[src/rtl/v_tile_out_router.sv]
// v_tile_out_router: output stage of the vector tile.
// Buffers adder FU results (num_inputs lanes of width bits plus a 4-bit destination mask)
// in a small FIFO, then delivers each result over the CGRA write handshake to every
// selected neighbour (bit0=N, bit1=E, bit2=S, bit3=W).
//
// Ports:
//   clk, reset            clock, asynchronous active-low reset
//   result_in, dest_in    result lanes and destination mask, sampled when result_valid=1
//   result_valid          1-cycle push strobe
//   out_write_en          per-neighbour write request (held until ack)
//   out_write_rdy/ack     per-neighbour ready and acknowledge
//   out_data              payload shared by all four neighbour ports
//   fifo_count            occupied FIFO entries (active result not included)
//   busy                  a result is being delivered
//   overflow              sticky flag: a result was dropped on a full FIFO
module v_tile_out_router #(
  parameter int unsigned width      = 16,
  parameter int unsigned num_inputs = 4,
  parameter int unsigned depth      = 2
) (
  input  logic                   clk,
  input  logic                   reset,
  input  logic [width-1:0]       result_in [num_inputs],
  input  logic [3:0]             dest_in,
  input  logic                   result_valid,
  output logic [3:0]             out_write_en,
  input  logic [3:0]             out_write_rdy,
  input  logic [3:0]             out_write_ack,
  output logic [width-1:0]       out_data [num_inputs],
  output logic [$clog2(depth):0] fifo_count,
  output logic                   busy,
  output logic                   overflow
);

  localparam int unsigned PtrW = $clog2(depth);
  localparam int unsigned CntW = PtrW + 1;
  localparam logic [CntW-1:0] FullCnt = CntW'(depth);

  // StLoadWait is a reserved transitional state; it only falls back to StIdle.
  typedef enum logic [1:0] {
    StIdle     = 2'd0,
    StLoadWait = 2'd1,
    StSend     = 2'd2
  } state_e;

  state_e           state_q;
  logic [width-1:0] mem_data_q [depth][num_inputs];
  logic [3:0]       mem_dest_q [depth];
  logic [PtrW-1:0]  wr_ptr_q;
  logic [PtrW-1:0]  rd_ptr_q;
  logic [3:0]       pending_q;

  logic       pop;
  logic       push_ok;
  logic [3:0] en_set;
  logic [3:0] ack_clr;
  logic [3:0] pending_d;

  always_comb begin
    // Pop only from an idle engine, so a retire and the next pop never share an edge.
    pop       = (state_q == StIdle) && (fifo_count != '0);
    // A full FIFO still accepts a push when the head leaves at the same edge.
    push_ok   = result_valid && ((fifo_count < FullCnt) || pop);
    en_set    = pending_q & ~out_write_en & out_write_rdy;
    // Ack only counts while the request is up.
    ack_clr   = pending_q & out_write_en & out_write_ack;
    pending_d = pending_q & ~ack_clr;
  end

  // Storage carries no reset; occupancy is tracked by the pointers and count.
  always_ff @(posedge clk) begin
    if (push_ok) begin
      for (int l = 0; l < num_inputs; l++) begin
        mem_data_q[wr_ptr_q][l] <= result_in[l];
      end
      mem_dest_q[wr_ptr_q] <= dest_in;
    end
  end

  always_ff @(posedge clk or negedge reset) begin
    if (!reset) begin
      state_q      <= StIdle;
      pending_q    <= '0;
      wr_ptr_q     <= '0;
      rd_ptr_q     <= '0;
      fifo_count   <= '0;
      out_write_en <= '0;
      busy         <= 1'b0;
      overflow     <= 1'b0;
      for (int l = 0; l < num_inputs; l++) begin
        out_data[l] <= '0;
      end
    end else begin
      if (push_ok) wr_ptr_q <= wr_ptr_q + PtrW'(1);
      if (pop)     rd_ptr_q <= rd_ptr_q + PtrW'(1);

      if (push_ok && !pop) begin
        fifo_count <= fifo_count + CntW'(1);
      end else if (!push_ok && pop) begin
        fifo_count <= fifo_count - CntW'(1);
      end

      if (result_valid && !push_ok) overflow <= 1'b1;

      unique case (state_q)
        StIdle: begin
          if (pop) begin
            for (int l = 0; l < num_inputs; l++) begin
              out_data[l] <= mem_data_q[rd_ptr_q][l];
            end
            pending_q <= mem_dest_q[rd_ptr_q];
            // A zero mask retires right here without any handshake.
            if (mem_dest_q[rd_ptr_q] != 4'b0000) begin
              state_q <= StSend;
              busy    <= 1'b1;
            end
          end
        end
        StSend: begin
          out_write_en <= (out_write_en | en_set) & ~ack_clr;
          pending_q    <= pending_d;
          if (pending_d == 4'b0000) begin
            state_q <= StIdle;
            busy    <= 1'b0;
          end
        end
        StLoadWait: state_q <= StIdle;
        default:    state_q <= StIdle;
      endcase
    end
  end

endmodule

[config.mk]
export PLATFORM = sky130hd
export DESIGN_NAME = v_tile_out_router
export DESIGN_NICKNAME = d
export VERILOG_FILES = /design/src/rtl/v_tile_out_router.sv
export SDC_FILE = /design/constraint.sdc
export NUM_CORES = 1
export LEC_CHECK = 0
export ABC_AREA = 1
export CAP_MARGIN = 10
export CELL_PAD_IN_SITES_DETAIL_PLACEMENT = 0
export CELL_PAD_IN_SITES_GLOBAL_PLACEMENT = 1
export CORE_ASPECT_RATIO = 1.2
export CORE_MARGIN = 3
export CORE_UTILIZATION = 40
export DETAILED_ROUTE_END_ITERATION = 12
export DONT_BUFFER_PORTS = 1
export PLACE_DENSITY_LB_ADDON = 0.1
export REMOVE_ABC_BUFFERS = 1
export SYNTH_ARGS = -nofsm -noshare
export SYNTH_HDL_FRONTEND = slang
export SYNTH_SLANG_ARGS = --single-unit
export TNS_END_PERCENT = 10
[constraint.sdc]
create_clock -name clk -period 5.3 [get_ports clk]
set_input_delay 1.59 -clock clk [delete_from_list [all_inputs] [get_ports clk]]
set_output_delay 1.59 -clock clk [all_outputs]
set_load 0.02 [all_outputs]
==> run metrics, run 1 <==
core box area 18,500 µm²; Final Hold Fails 0; die height 158 µm; drt drc 0; Seq/Total Area, Yosys 0.783; kind of cell adding the most delay to the critical path buffers and inverters; clock latency on the worst-skew pair 0.50 ns; Worst Setup End Kind flop; gr usage total 0.146; total grt overflow 0; Clock Root Buffer clkbuf_16; wire per inst 18.0 µm; starting density of the core 0.416; DRT Pass-1 Iters 4; die area 21,000 µm²; WS Path Type flop to flop; row cnt 54; RSZ-0062 raised after global routing no; Pleak 0.00323 µW; most frequent cells in the layout nand2_1, edfxtp_1, dfrtp_1, nor2_1, a31oi_1; CTS sink cnt 214; worst-case clock buffer depth 3; Reg-to-Reg End mem_data_q[0][44]; Worst R2R Start busy; antenna-violating nets left 0; maximum clock frequency 318 MHz; Cells after Synth 591; antenna violations before repair 0; Post-Route Setup TNS 0 ns; CP bufs+invs 3; Worst R2R Setup Slack 2.15 ns; Max VDD drop 264 µV; Critical Path Source busy; critical path, cell by cell inv_1 > o21ai_1 > a21boi_1 > nand2_1 > clkinv_2 > buf_4; # diodes 0; final WL 15.5 mm; Placer Congestion 0.731; fin. max-slew vios 0; CTS buffer count 23; Final #Nets 673; H-tree Lvls 1; clk slew on worst S/H paths 0.06 ns; share of the synthesized area in the top cell type 0.530; commonest non-fill, non-tap cell in the layout nand2_1; # Max-Cap Violations 0; Final Cycle Share 0.593; top post-synthesis cells by area edfxtp_1, dfrtp_1, nand2_1; Worst Tran Pin Value 1.13 ns; HPWL Detailed 9.09 mm; CTS tree built; library cells used by synthesis 21; Syn Std Cell Area 7700 µm²; filler cell count 1,692; outcome complete, no violations; count of state elements after synthesis 214; vias in the first global route 4,262; worst-case reg-to-reg path depth 6; CP Capture Point mem_data_q[0][44]; Post-CTS Repair Setup Buffers 0; largest net degree at the start of global routing 79; WP data required 5.54 ns; critical path arrival 3.39 ns; synth warn 0; CP max-delay cell clkinv_2; Worst path depth 6; PwrDens 652 nW/µm²; final hold slack 0.494 ns; crit-path max FO 56; worst hold-check path type flop to flop; Hold Crit Start wr_ptr_q; Layout area overhead 12.2%; share of layout cells above drive strength 1 0.0754; number of port buffers 0; CP Launch Type flop; Slew Limit Headroom 0.248; Tmin final 3.15 ns; Vias 4,179; largest area contributor in the netlist edfxtp_1; DR iter-0 viols 243; num ports 151; CTS resizes 0; Post-Syn Area per Cell 13.0 µm²; drt via density 4.85; CP peak stage delay 0.86 ns; skew final 0.0102 ns; Final Setup Violations 0; Die W 133 µm; hold_buf cts 0; first-pass GRT wire length 24.0 mm
-- state kept, by name, summed over array words and instances, names as in the netlist, 2 cells and up --
register,cells
fifo_count,2
out_write_en,4
mem_data_q,128
mem_dest_q,8
out_data,64
pending_q,4
-- worst reg2reg max path: stages (launching register included) --
cell and delay (ns):
dfrtp_1 0.62, inv_1 0.25, o21ai_1 0.29, a21boi_1 0.16, nand2_1 0.13, clkinv_2 0.86, buf_4 0.57
-- report_power, final --
group / leakage, µW / internal, µW / total (µW) / switching, µW
Combinational: 0.000766 / 366 / 1180 / 810
Clock: 0.000341 / 833 / 1450 / 620
Sequential: 0.00213 / 2360 / 3010 / 646
-- stage by stage --
stage | cell area (µm²) | worst slack, ns | total power (µW) | instances | utilization
5_1_grt | 8650 | 1.87 | 6030 | 862 | 0.467
2_1_floorplan | 7570 | -1.45 | 3860 | 561 | -
4_1_cts | 8650 | 2.05 | 5750 | 862 | 0.467
3_3_place_gp | 7950 | 1.71 | 4230 | 820 | 0.430
3_5_place_dp | 7950 | 1.67 | 4280 | 820 | 0.430
6_report | 8650 | 2.15 | 5630 | 862 | 0.467
-- worst min-delay path by stage --
stage,to,slack (ns),cells past startpoint
global placement,wr_ptr_q,0.47,2
detailed placement,wr_ptr_q,0.48,2
floorplan,wr_ptr_q,0.45,2
finish,wr_ptr_q,0.49,2
global route,wr_ptr_q,0.52,2
CTS,wr_ptr_q,0.50,2
-- logic make-up (layout without fill, tap and decap cells) --
| logic type | Yosys count | in the layout | synth area share |
|---|---|---|---|
| and+or+nand+nor | 240 | 240 | 0.118 |
| DFF | 214 | 214 | 0.783 |
| AOI/OAI and AO/OA | 82 | 82 | 0.0658 |
| buffers and inverters | 51 | 70 | 0.0276 |
| xor gates and xnor gates | 3 | 3 | 0.00341 |
| adders and majority gates | 1 | 1 | 0.00162 |
-- synthesized netlist by cell type --
cell / n
a21boi_1: 1
a21oi_1: 3
a31o_2: 1
a31oi_1: 64
buf_2: 14
buf_4: 1
clkbuf_1: 15
dfrtp_1: 78
edfxtp_1: 136
ha_1: 1
inv_1: 21
nand2_1: 156
nand3_1: 6
nor2_1: 77
nor2_2: 1
o211ai_1: 2
o21ai_0: 3
o21ai_1: 4
o22ai_1: 4
xnor2_1: 1
xor2_1: 2
-- per-layer routing --
layer  up-vias  track usage  share of wire
li1       2053            -              -
met1      1981        0.159           0.37
met2       123        0.259           0.51
met3        22       0.0642           0.10
met4         0       0.0441          0.020
met5         -            0              0
-- area by class of cell --
class	instances	area [µm²]	area share
Multi-Input combinational cell	326	1470	0.170
Timing Repair Buffer	7	52.6	0.00608
Clock buffer	31	626	0.0723
Inverter	21	80.1	0.00926
Sequential cell	214	6040	0.698
Tap cell	252	315	0.0365
Clock inverter	11	68.8	0.00796
(Power assumes the default switching activity.)
==> run 2, diff against run 1 <==
==> constraint.sdc (replaced) <==
create_clock -name clk -period 3.15 [get_ports clk]
set_input_delay 0.945 -clock clk [delete_from_list [all_inputs] [get_ports clk]]
set_output_delay 0.945 -clock clk [all_outputs]
set_load 0.02 [all_outputs]
==> run metrics, run 2 (synthesis gave the netlist of run 1 again) <==
Clock Root Buffer clkbuf_16; skew final 0.00860 ns; RSZ-0062 raised after global routing no; PwrDens 1100 nW/µm²; kind of cell adding the most delay to the critical path buffers and inverters; vias in the first global route 4,290; fin util 0.469; Worst Tran Pin Value 0.985 ns; CTS sink cnt 214; CTS tree built; Tmin final 2.41 ns; CP bufs+invs 3; outcome complete, no violations; WS Path Type flop to flop; drt drc 0; CTS resizes 0; first-pass GRT wire length 24.2 mm; num ports 151; DRT Pass-1 Iters 4; Power Total 9560 µW; core box area 18,500 µm²; die height 158 µm; Pleak 0.00324 µW; worst setup margin 0.741 ns; final hold slack 0.152 ns; Max VDD drop 735 µV; most frequent cells in the layout nand2_1, edfxtp_1, dfrtp_1, nor2_1, a31oi_1; Layout area overhead 12.6%; commonest non-fill, non-tap cell in the layout nand2_1; share of layout cells above drive strength 1 0.0707; antenna-violating nets left 0; fin. max-slew vios 0; Vias 4,272; filler cell count 1,671; CP peak stage delay 0.75 ns; hold_buf cts 0; Worst Setup End Kind flop; Final #Nets 672; Most flops, register mem_data_q; clk slew on worst S/H paths 0.06 ns; die area 21,000 µm²; drt via density 4.97; wire per inst 18.3 µm; critical path arrival 2.51 ns; Largest register FFs 128; clock latency on the worst-skew pair 0.49 ns; critical path, cell by cell inv_1 > o21ai_1 > a21boi_1 > nand2_1 > clkinv_2 > buf_4; Final Hold Fails 0; row cnt 54; Placer Congestion 0.734; Final Setup Violations 0; HPWL Detailed 8.72 mm; WP data required 3.25 ns; # Max-Cap Violations 0; final WL 15.7 mm; # diodes 0; CTS buffer count 22; worst hold-check path type input port to async pin; starting density of the core 0.416; crit-path max FO 68; largest net degree at the start of global routing 135; Final Cycle Share 0.765; DR iter-0 viols 273; worst-case clock buffer depth 3; Placement Setup Slack 0.575 ns; Regs by FF count mem_data_q: 128 flops, out_data: 64 flops, mem_dest_q: 8 flops; number of port buffers 0; H-tree Lvls 1; total grt overflow 0; gr usage total 0.148; maximum clock frequency 415 MHz; Slew Limit Headroom 0.344; Post-CTS Repair Setup Buffers 0; Die W 133 µm; antenna violations before repair 0; CP Launch Type flop; CP max-delay cell buf_4
==> run 2: cell count changes in the layout (fill, tap and decap cells not counted) <==
| cell | previous run | this run |
|---|---|---|
| clkbuf_1 | 6 | 9 |
| buf_12 | 0 | 2 |
| buf_4 | 7 | 5 |
| clkinv_1 | 3 | 1 |
| clkinv_2 | 6 | 4 |
| bufinv_16 | 0 | 1 |
| clkinv_4 | 0 | 1 |
| clkinv_8 | 1 | 0 |
| clkinvlp_4 | 1 | 0 |
| inv_6 | 1 | 0 |
==> run 2: final timing paths <==
check,start,to,slack (ns),cells after the start
min reg2reg,wr_ptr_q,wr_ptr_q,0.48,2
min,reset,out_data[6],0.15,0
max in group asynchronous,reset,rd_ptr_q,2.87,0
max reg2reg,busy,mem_data_q[0][16],0.74,6
max,busy,mem_data_q[0][16],0.74,6
min in group clk,wr_ptr_q,wr_ptr_q,0.48,2
==> run 2: report_power, final <==
group	switching, µW	total [µW]	leakage, µW	internal, µW
sequential	1070	5030	0.00213	3970
combinational	1410	2050	0.000771	645
clock	1000	2470	0.000340	1470
==> run 2: routing by layer <==
| metal | part of all wire | routed length, µm | track usage |
|---|---|---|---|
| met2 | 0.50 | 7850 | 0.256 |
| met4 | 0.028 | 439 | 0.0520 |
| met5 | 0 | 0 | 0 |
| met1 | 0.38 | 5960 | 0.167 |
| met3 | 0.093 | 1470 | 0.0585 |
==> run 2: metrics by stage <==
| step | setup TNS, ns | cell area [µm²] | cells |
|---|---|---|---|
| after floorplan | -270.47 | 7570 | 561 |
| after global placement | 0 | 7980 | 820 |
| after detailed placement | 0 | 7980 | 820 |
| after CTS | 0 | 8670 | 860 |
| after global routing | 0 | 8670 | 860 |
| final | 0 | 8670 | 860 |
==> run 2: layout make-up <==
class,count,area [µm²],share of cell area
flip-flops and latches,214,6040,0.696
multi-input cells,326,1470,0.169
clock buffers,34,637,0.0734
well taps,252,315,0.0364
inverters,21,80.1,0.00923
repair buffers,7,77.6,0.00894
clock inverters,6,57.6,0.00664
